===== config.mk =====
export PLATFORM = sky130hd
export DESIGN_NAME = hazard_unit
export DESIGN_NICKNAME = d
export VERILOG_FILES = /design/src/rtl/hazard_unit.sv
export SDC_FILE = /design/constraint.sdc
export NUM_CORES = 1
export LEC_CHECK = 0
export BUFFER_PORTS_ARGS = -buffer_cell sky130_fd_sc_hd__buf_2
export CAP_MARGIN = 0
export CORE_AREA = 2 2 39 41
export DETAILED_ROUTE_END_ITERATION = 8
export DIE_AREA = 0 0 41 43
export PLACE_DENSITY = 0.76
export SLEW_MARGIN = 30
export SYNTH_ARGS = -nofsm -noshare
export SYNTH_HDL_FRONTEND = slang
export SYNTH_SLANG_ARGS = --single-unit

===== constraint.sdc =====
create_clock -name Clock -period 1.97 [get_ports Clock]
set_input_delay 0.197 -clock Clock [delete_from_list [all_inputs] [get_ports Clock]]
set_output_delay 0.197 -clock Clock [all_outputs]
set_load 0.1 [all_outputs]

===== src/rtl/hazard_unit.sv =====
// ---------------------------------------------------------------------------
// hazard_unit
//   Pipeline hazard controller sitting between ID and the fetch stage.
//   Resolves load-use hazards, branch/jr operands resolved in ID (including
//   the two-cycle branch-on-load case via a RUN/HOLD FSM) and the structural
//   conflict on the single memory port shared by fetch and MEM loads/stores.
//
//   Optional feature macro: HAZARD_PERF_CNT_EN
//     When defined, adds saturating 32-bit performance counters
//     Perf_Stalls (cycles with a data stall) and Perf_Flushes (cycles with
//     IF_Flush asserted outside reset).
//
//   Ports:
//     Clock, Reset          rising-edge clock, async active-high reset
//     ID_Rs, ID_Rt          ID source registers
//     ID_UsesRt             ID instruction reads Rt
//     ID_BranchCmp          ID instruction compares registers / jr target
//     ID_PCSrc              PC source from decode (0 = sequential)
//     EX_MemRead/RegWrite/Rd  EX-stage load flag, write flag, destination
//     MEM_MemRead/MemWrite    MEM-stage memory port users
//     MEM_Rd, MEM_Rt          MEM destination / store-data source register
//     WB_RegWrite, WB_Rd      WB write flag and destination
//     IF_PCWrite            PC register enable
//     IF_Write              IF/ID register enable
//     IF_Flush              IF/ID loads NOP
//     ID_Bubble             zero ID/EX control fields
//     IF_ForC               store data select: 0 = MEM_RtData, 1 = WB_WriteData
//     HZ_State              FSM state: 0 = RUN, 1 = HOLD
// ---------------------------------------------------------------------------
module hazard_unit #(
  parameter int REG_W    = 5,
  parameter int PC_SRC_W = 2
) (
  input  logic                Clock,
  input  logic                Reset,
  input  logic [REG_W-1:0]    ID_Rs,
  input  logic [REG_W-1:0]    ID_Rt,
  input  logic                ID_UsesRt,
  input  logic                ID_BranchCmp,
  input  logic [PC_SRC_W-1:0] ID_PCSrc,
  input  logic                EX_MemRead,
  input  logic                EX_RegWrite,
  input  logic [REG_W-1:0]    EX_Rd,
  input  logic                MEM_MemRead,
  input  logic                MEM_MemWrite,
  input  logic [REG_W-1:0]    MEM_Rd,
  input  logic [REG_W-1:0]    MEM_Rt,
  input  logic                WB_RegWrite,
  input  logic [REG_W-1:0]    WB_Rd,
  output logic                IF_PCWrite,
  output logic                IF_Write,
  output logic                IF_Flush,
  output logic                ID_Bubble,
  output logic                IF_ForC,
  output logic                HZ_State
`ifdef HAZARD_PERF_CNT_EN
  ,
  output logic [31:0]         Perf_Stalls,
  output logic [31:0]         Perf_Flushes
`endif
);

  typedef enum logic {
    RUN  = 1'b0,
    HOLD = 1'b1
  } state_t;

  state_t state, state_nxt;

  // A producer register matches the ID instruction if it is nonzero and
  // feeds either source operand actually read by ID.
  function automatic logic reg_match(
    input logic [REG_W-1:0] r,
    input logic [REG_W-1:0] rs,
    input logic [REG_W-1:0] rt,
    input logic             uses_rt
  );
    return (r != '0) && ((r == rs) || (uses_rt && (r == rt)));
  endfunction

  logic ex_match;
  logic mem_match;
  logic lu_hz;      // load-use
  logic ba_hz;      // branch operand from an EX ALU result
  logic bl_hz;      // branch operand from an EX load (two stall cycles)
  logic bm_hz;      // branch operand from a MEM load
  logic data_stall;
  logic struct_conflict;

  always_comb begin
    ex_match  = reg_match(EX_Rd,  ID_Rs, ID_Rt, ID_UsesRt);
    mem_match = reg_match(MEM_Rd, ID_Rs, ID_Rt, ID_UsesRt);

    lu_hz = EX_MemRead && ex_match;
    ba_hz = ID_BranchCmp && EX_RegWrite && !EX_MemRead && ex_match;
    bl_hz = ID_BranchCmp && EX_MemRead && ex_match;
    bm_hz = ID_BranchCmp && MEM_MemRead && mem_match;

    // Detection only contributes in RUN; HOLD stalls unconditionally.
    if (state == HOLD)
      data_stall = 1'b1;
    else
      data_stall = lu_hz || ba_hz || bl_hz || bm_hz;

    struct_conflict = MEM_MemRead || MEM_MemWrite;
  end

  // State register
  always_ff @(posedge Clock or posedge Reset) begin
    if (Reset)
      state <= RUN;
    else
      state <= state_nxt;
  end

  // Next state and fetch/decode control
  always_comb begin
    state_nxt  = state;
    IF_PCWrite = 1'b1;
    IF_Write   = 1'b1;
    IF_Flush   = 1'b0;
    ID_Bubble  = 1'b0;

    unique case (state)
      RUN:     if (bl_hz) state_nxt = HOLD;
      HOLD:    state_nxt = RUN;
      default: state_nxt = RUN;
    endcase

    if (Reset) begin
      IF_PCWrite = 1'b0;
      IF_Write   = 1'b1;
      IF_Flush   = 1'b1;
      ID_Bubble  = 1'b1;
    end else if (data_stall) begin
      // Branch redirect is ignored; it re-resolves once operands are ready.
      IF_PCWrite = 1'b0;
      IF_Write   = 1'b0;
      IF_Flush   = 1'b0;
      ID_Bubble  = 1'b1;
    end else if (ID_PCSrc != '0) begin
      // Taken redirect squashes the wrong-path fetch even when the memory
      // port was also stolen; the PC still advances to the target.
      IF_PCWrite = 1'b1;
      IF_Write   = 1'b1;
      IF_Flush   = 1'b1;
    end else if (struct_conflict) begin
      // Fetch lost to MEM; hold PC so the same address refetches.
      IF_PCWrite = 1'b0;
      IF_Write   = 1'b1;
      IF_Flush   = 1'b1;
    end
  end

  // Store data forwarding from WB into the MEM store path.
  always_comb begin
    IF_ForC = 1'b0;
    if (!Reset)
      IF_ForC = MEM_MemWrite && WB_RegWrite && (WB_Rd != '0) && (WB_Rd == MEM_Rt);
  end

  assign HZ_State = (state == HOLD);

`ifdef HAZARD_PERF_CNT_EN
  // Counters saturate rather than wrap; the else branch never runs while
  // Reset is high, so flushes forced by reset are not counted.
  always_ff @(posedge Clock or posedge Reset) begin
    if (Reset) begin
      Perf_Stalls  <= '0;
      Perf_Flushes <= '0;
    end else begin
      if (data_stall && (Perf_Stalls != '1))
        Perf_Stalls <= Perf_Stalls + 32'd1;
      if (IF_Flush && (Perf_Flushes != '1))
        Perf_Flushes <= Perf_Flushes + 32'd1;
    end
  end
`endif

endmodule

# Word-level counts from Yosys, hierarchy flattened
# Cells that the tools add are included.
# Widths: inputs -> output; s select.
[word_totals]
reg_bits = 1
in_bits = 41
output_inout_bits = 6
wordCells = 49
[op_classes]
n_eq_ne = 5
mux = 16
n_bitwise = 1
reduce_logical = 26
[op_table]
columns = ["cell", "n"]
rows = [
  ["$eq 5x5->1", 5],
  ["$logic_and 1x1->1", 15],
  ["$mux 1", 15],
  ["$reduce_bool 5->1", 3],
  ["$logic_or 1x1->1", 6],
  ["$pmux 1 s2", 1],
  ["$reduce_bool 2->1", 1],
  ["$logic_not 1->1", 1],
  ["$not 1->1", 1],
]

# Longest topological paths before layout
[depth]
word_depth = 11
depth_mapped = 5
ltp_nobuf = 5

# Least setup slack after synthesis
# Ideal clock, no wire load.
[synth_timing]
path_kind = "input-to-output"
start = "in WB_Rd[4]"
end = "out IF_ForC"
arrival_ns = 3.319
t_required_ns = 1.773
slack_ns = -1.546
path_stages = 3
n_path_buf = 0
path_cell_list = "nor3_1 a21oi_1 nor4_1"
[synth_between]
elab_chain_cells = 4
elab_cells_between_ends = 5
cone_classes = "eq/ne (1); mux (1); reduce/logical (3)"
[synth_lines]
columns = ["item", "line", "text"]
rows = [
  ["start: declaration", "49", "input logic [REG_W-1:0] WB_Rd,"],
  ["$reduce_bool 5->1", "159", "IF_ForC = MEM_MemWrite && WB_RegWrite && (WB_Rd != '0) && (WB_Rd == MEM_Rt);"],
  ["$logic_and 1x1->1", "159", ""],
  ["$logic_and 1x1->1 *", "159", ""],
  ["$mux 1 *", "158", "if (!Reset)"],
  ["end: declaration", "54", "output logic IF_ForC,"],
]
# Mark *: on every way between the ends. The rest lies on a longest branch, timed or not.

# Worst setup path after layout
[layout_timing]
start = "in MEM_Rd[0]"
end = "out IF_PCWrite"
[layout_between]
elab_chain_cells = 9
elab_cells_between_ends = 11
cone_classes = "eq/ne (2); mux (3); reduce/logical (6)"
[layout_lines]
columns = ["item", "line", "text"]
rows = [
  ["start: declaration", "46", "input logic [REG_W-1:0] MEM_Rd,"],
  ["$eq 5x5->1", "78", "return (r != '0) && ((r == rs) || (uses_rt && (r == rt)));"],
  ["$logic_and 1x1->1", "78", ""],
  ["$logic_or 1x1->1", "78", ""],
  ["$logic_and 1x1->1 *", "78", ""],
  ["$logic_and 1x1->1 *", "97", "bm_hz = ID_BranchCmp && MEM_MemRead && mem_match;"],
  ["$logic_or 1x1->1 *", "103", "data_stall = lu_hz || ba_hz || bl_hz || bm_hz;"],
  ["$mux 1 *", "100", "if (state == HOLD)"],
  ["$mux 1 *", "135", "end else if (data_stall) begin"],
  ["$mux 1 *", "130", "if (Reset) begin"],
  ["end: declaration", "50", "output logic IF_PCWrite,"],
]
# Marked as above.

==> flow_metrics.tcl <==
set metrics [dict create \
    synthXorXnorAreaFrac_pct 49.3 \
    status "finished clean" \
    grt_pass1_vias 497 \
    critPathCaptureType "primary output" \
    synth_edf_count 0 \
    path_class "primary input to primary output" \
    largest_reg_flops 1 \
    drive_gt1_share_pct 50.5 \
    worst_slew_pin_slew_ns 0.487 \
    place_area_um2 753 \
    synth_common_cells "xnor2_1, nand2_1, nand3_1" \
    grt_pass1_wl_mm 1.75 \
    avgViaCountPerCell 4.88 \
    track_usage_pct 13.3 \
    yosys_warnings 0 \
    pwr-share-seq_pct 9.5 \
    p_comb_share_pct 90.5 \
    final_max_slew_viol_count 0 \
    portBuffers 46 \
    wl_per_cell_um 10.7 \
    synth_top_family_by_area "XOR/XNOR gates" \
    clkPwrFrac_pct 0 \
    grt.overflow.total 0 \
    gp_congestion 0.614 \
    cp-start-kind "primary input" \
    die_y_um 43 \
    dp_slack_ns -0.00710 \
    synth-seq-cells 1 \
    cts.reportedPaths.clkPinSlew_ns 0 \
    synthSimpleGateAreaFrac_pct 26.7 \
    power_density_nw_per_um2 293 \
    fin_nets 150 \
    syn_area_um2 427 \
    postSynthCellCount 59 \
    synthArstFlopShare_pct 100 \
    layout.cells.non_filler 123 \
    vdd_drop_max_mv 0.188 \
    setup_viol 0 \
    rsz0062_at_grt "true" \
    grt_max_degree 5 \
    cp_data_arrival_time_ns 1.73 \
    fmax_mhz 518 \
    n_antenna_cell 0 \
    die-area_um2 1760 \
    dr.pass1.iters 2 \
    start_util_pct 30.8 \
    antenna_found_initial 0 \
    wl_mm 1.31 \
    muxShareOfSynthArea_pct 0 \
    synth_seq_area_share_pct 5.87 \
    fill_cells 121 \
    worstPathMaxFanout 4 \
    hold_slack_ns 0.104 \
    p_sw_mw 0.112 \
    io_pins 47 \
    design_area_um2 774 \
    finalClockSkew_ns 0 \
    clk_latency_ns 0 \
    syn-num-nets 100 \
    synthTopCellsByArea "xnor2_1, nand2_1, dfrtp_1, nand3_1, o311a_1" \
    ant_nets 0 \
    p_leak_nw 0.343 \
    synth-compound-area-share_pct 17.3 \
    synth_largest_area_cell "xnor2_1" \
    post-dp-hpwl_mm 1.17 \
    crit_start "MEM_Rd[0]" \
    post-synth-top-area-fraction_pct 45.2 \
    postCtsSetupBuffers 0 \
    dp_cells 123 \
    min_period_ns 1.93 \
    avgSynthCellArea_um2 7.23 \
    drv_cap 0 \
    min_path_type "primary input to asynchronous set/reset pin" \
    timing.rr.start "HZ_State" \
    maxSlewHeadroom_pct 67.7 \
    fp.dieW_um 41 \
    dr_total_vias 600 \
    drc 0 \
    syn2layout_area_growth_pct 81.5 \
    synth_ff_type "dfrtp_1" \
    timing.final.crit_share_pct 98.0 \
    drtIter0Drc 1 \
    power.internal_mw 0.115 \
    fin_ws_ns 0.0388 \
    hold_viol 0 \
    yosysMostFrequentCell "xnor2_1" \
    ys_types 18 \
    core_area_um2 1380 \
    rows 14 \
    cp.required_ns 1.77 \
    synth-adder-area-share_pct 0 \
    sw_frac_of_total_pct 49.3 \
    post-route-util_pct 56.0 \
]
==> metrics by stage <==
stage / setup TNS (ns) / power (mW)
3_5_place_dp: -0.00710 / 0.220
3_3_place_gp: 0 / 0.217
5_1_grt: -0.00249 / 0.240
2_1_floorplan: 0 / 0.132
4_1_cts: 0 / 0.221
6_report: 0 / 0.227
==> worst max-delay path: stages <==
cell and delay [ns]:
buf_2 0.10, or3_1 0.39, o311a_1 0.33, a221oi_4 0.28, o311a_2 0.26, buf_12 0.17
==> power groups by stage <==
stage                     logic [mW]  registers (mW)  clock network, mW
after CTS                      0.199          0.0215                  0
after global placement         0.196          0.0215                  0
final                          0.205          0.0216                  0
after detailed placement       0.198          0.0215                  0
after floorplan                0.108          0.0236                  0
after global routing           0.218          0.0217                  0
==> layer usage <==
metal	wire (µm)	GRT usage (%)	part of all wire, %	vias up
met4	0	0	0	0
met5	0	0	0	-
met1	520	16.2	40	250
met2	604	24.7	46	40
li1	-	-	-	310
met3	188	1.57	14	0
==> repair_timing <==
action	in CTS	in global routing
pin swaps	1	0
cloned	0	0
endpoints found under the setup margin	1	1
gates resized for setup	0	3
hold buffers	0	0
==> kinds of logic (layout without fill, tap and decap cells) <==
group,count (synthesis),in the layout
compound gates,9,9
xor+xnor,24,24
buf+inv,1,49
flops,1,1
simple gates,24,24
==> cell usage in the layout, fill, tap and decap left out, drive strengths merged <==
master and instances:
nand2 8, nand3 4, dfrtp 1, buf 47
nor3 3, a21o 1, xnor2 22, xor2 2
or3 1, or2 1, nor2 3, a221oi 1
a21oi 3, nor4 2, nand4 2, clkbuf 1
o32ai 1, o311a 2, inv 1, o22ai 1
==> final timing paths <==
path | slack, ns | endpoint | cells after the start
worst min register to register | 0.50 | HZ_State | 1
worst min-delay path | 0.10 | HZ_State | 2
worst max-delay path | 0.04 | IF_PCWrite | 6
worst max register to register | 1.30 | HZ_State | 1
max in group asynchronous | 1.75 | HZ_State | 2
min in group Clock | 0.43 | HZ_State | 3
==> area by class of cell <==
type / instances / area [µm²] / share of cell area (%)
multi-input cells: 57 / 433 / 55.9
repair buffers: 48 / 293 / 37.8
flip-flops and latches: 1 / 25.0 / 3.23
well taps: 16 / 20.0 / 2.58
inverters: 1 / 3.75 / 0.485
(Power assumes the default switching activity.)
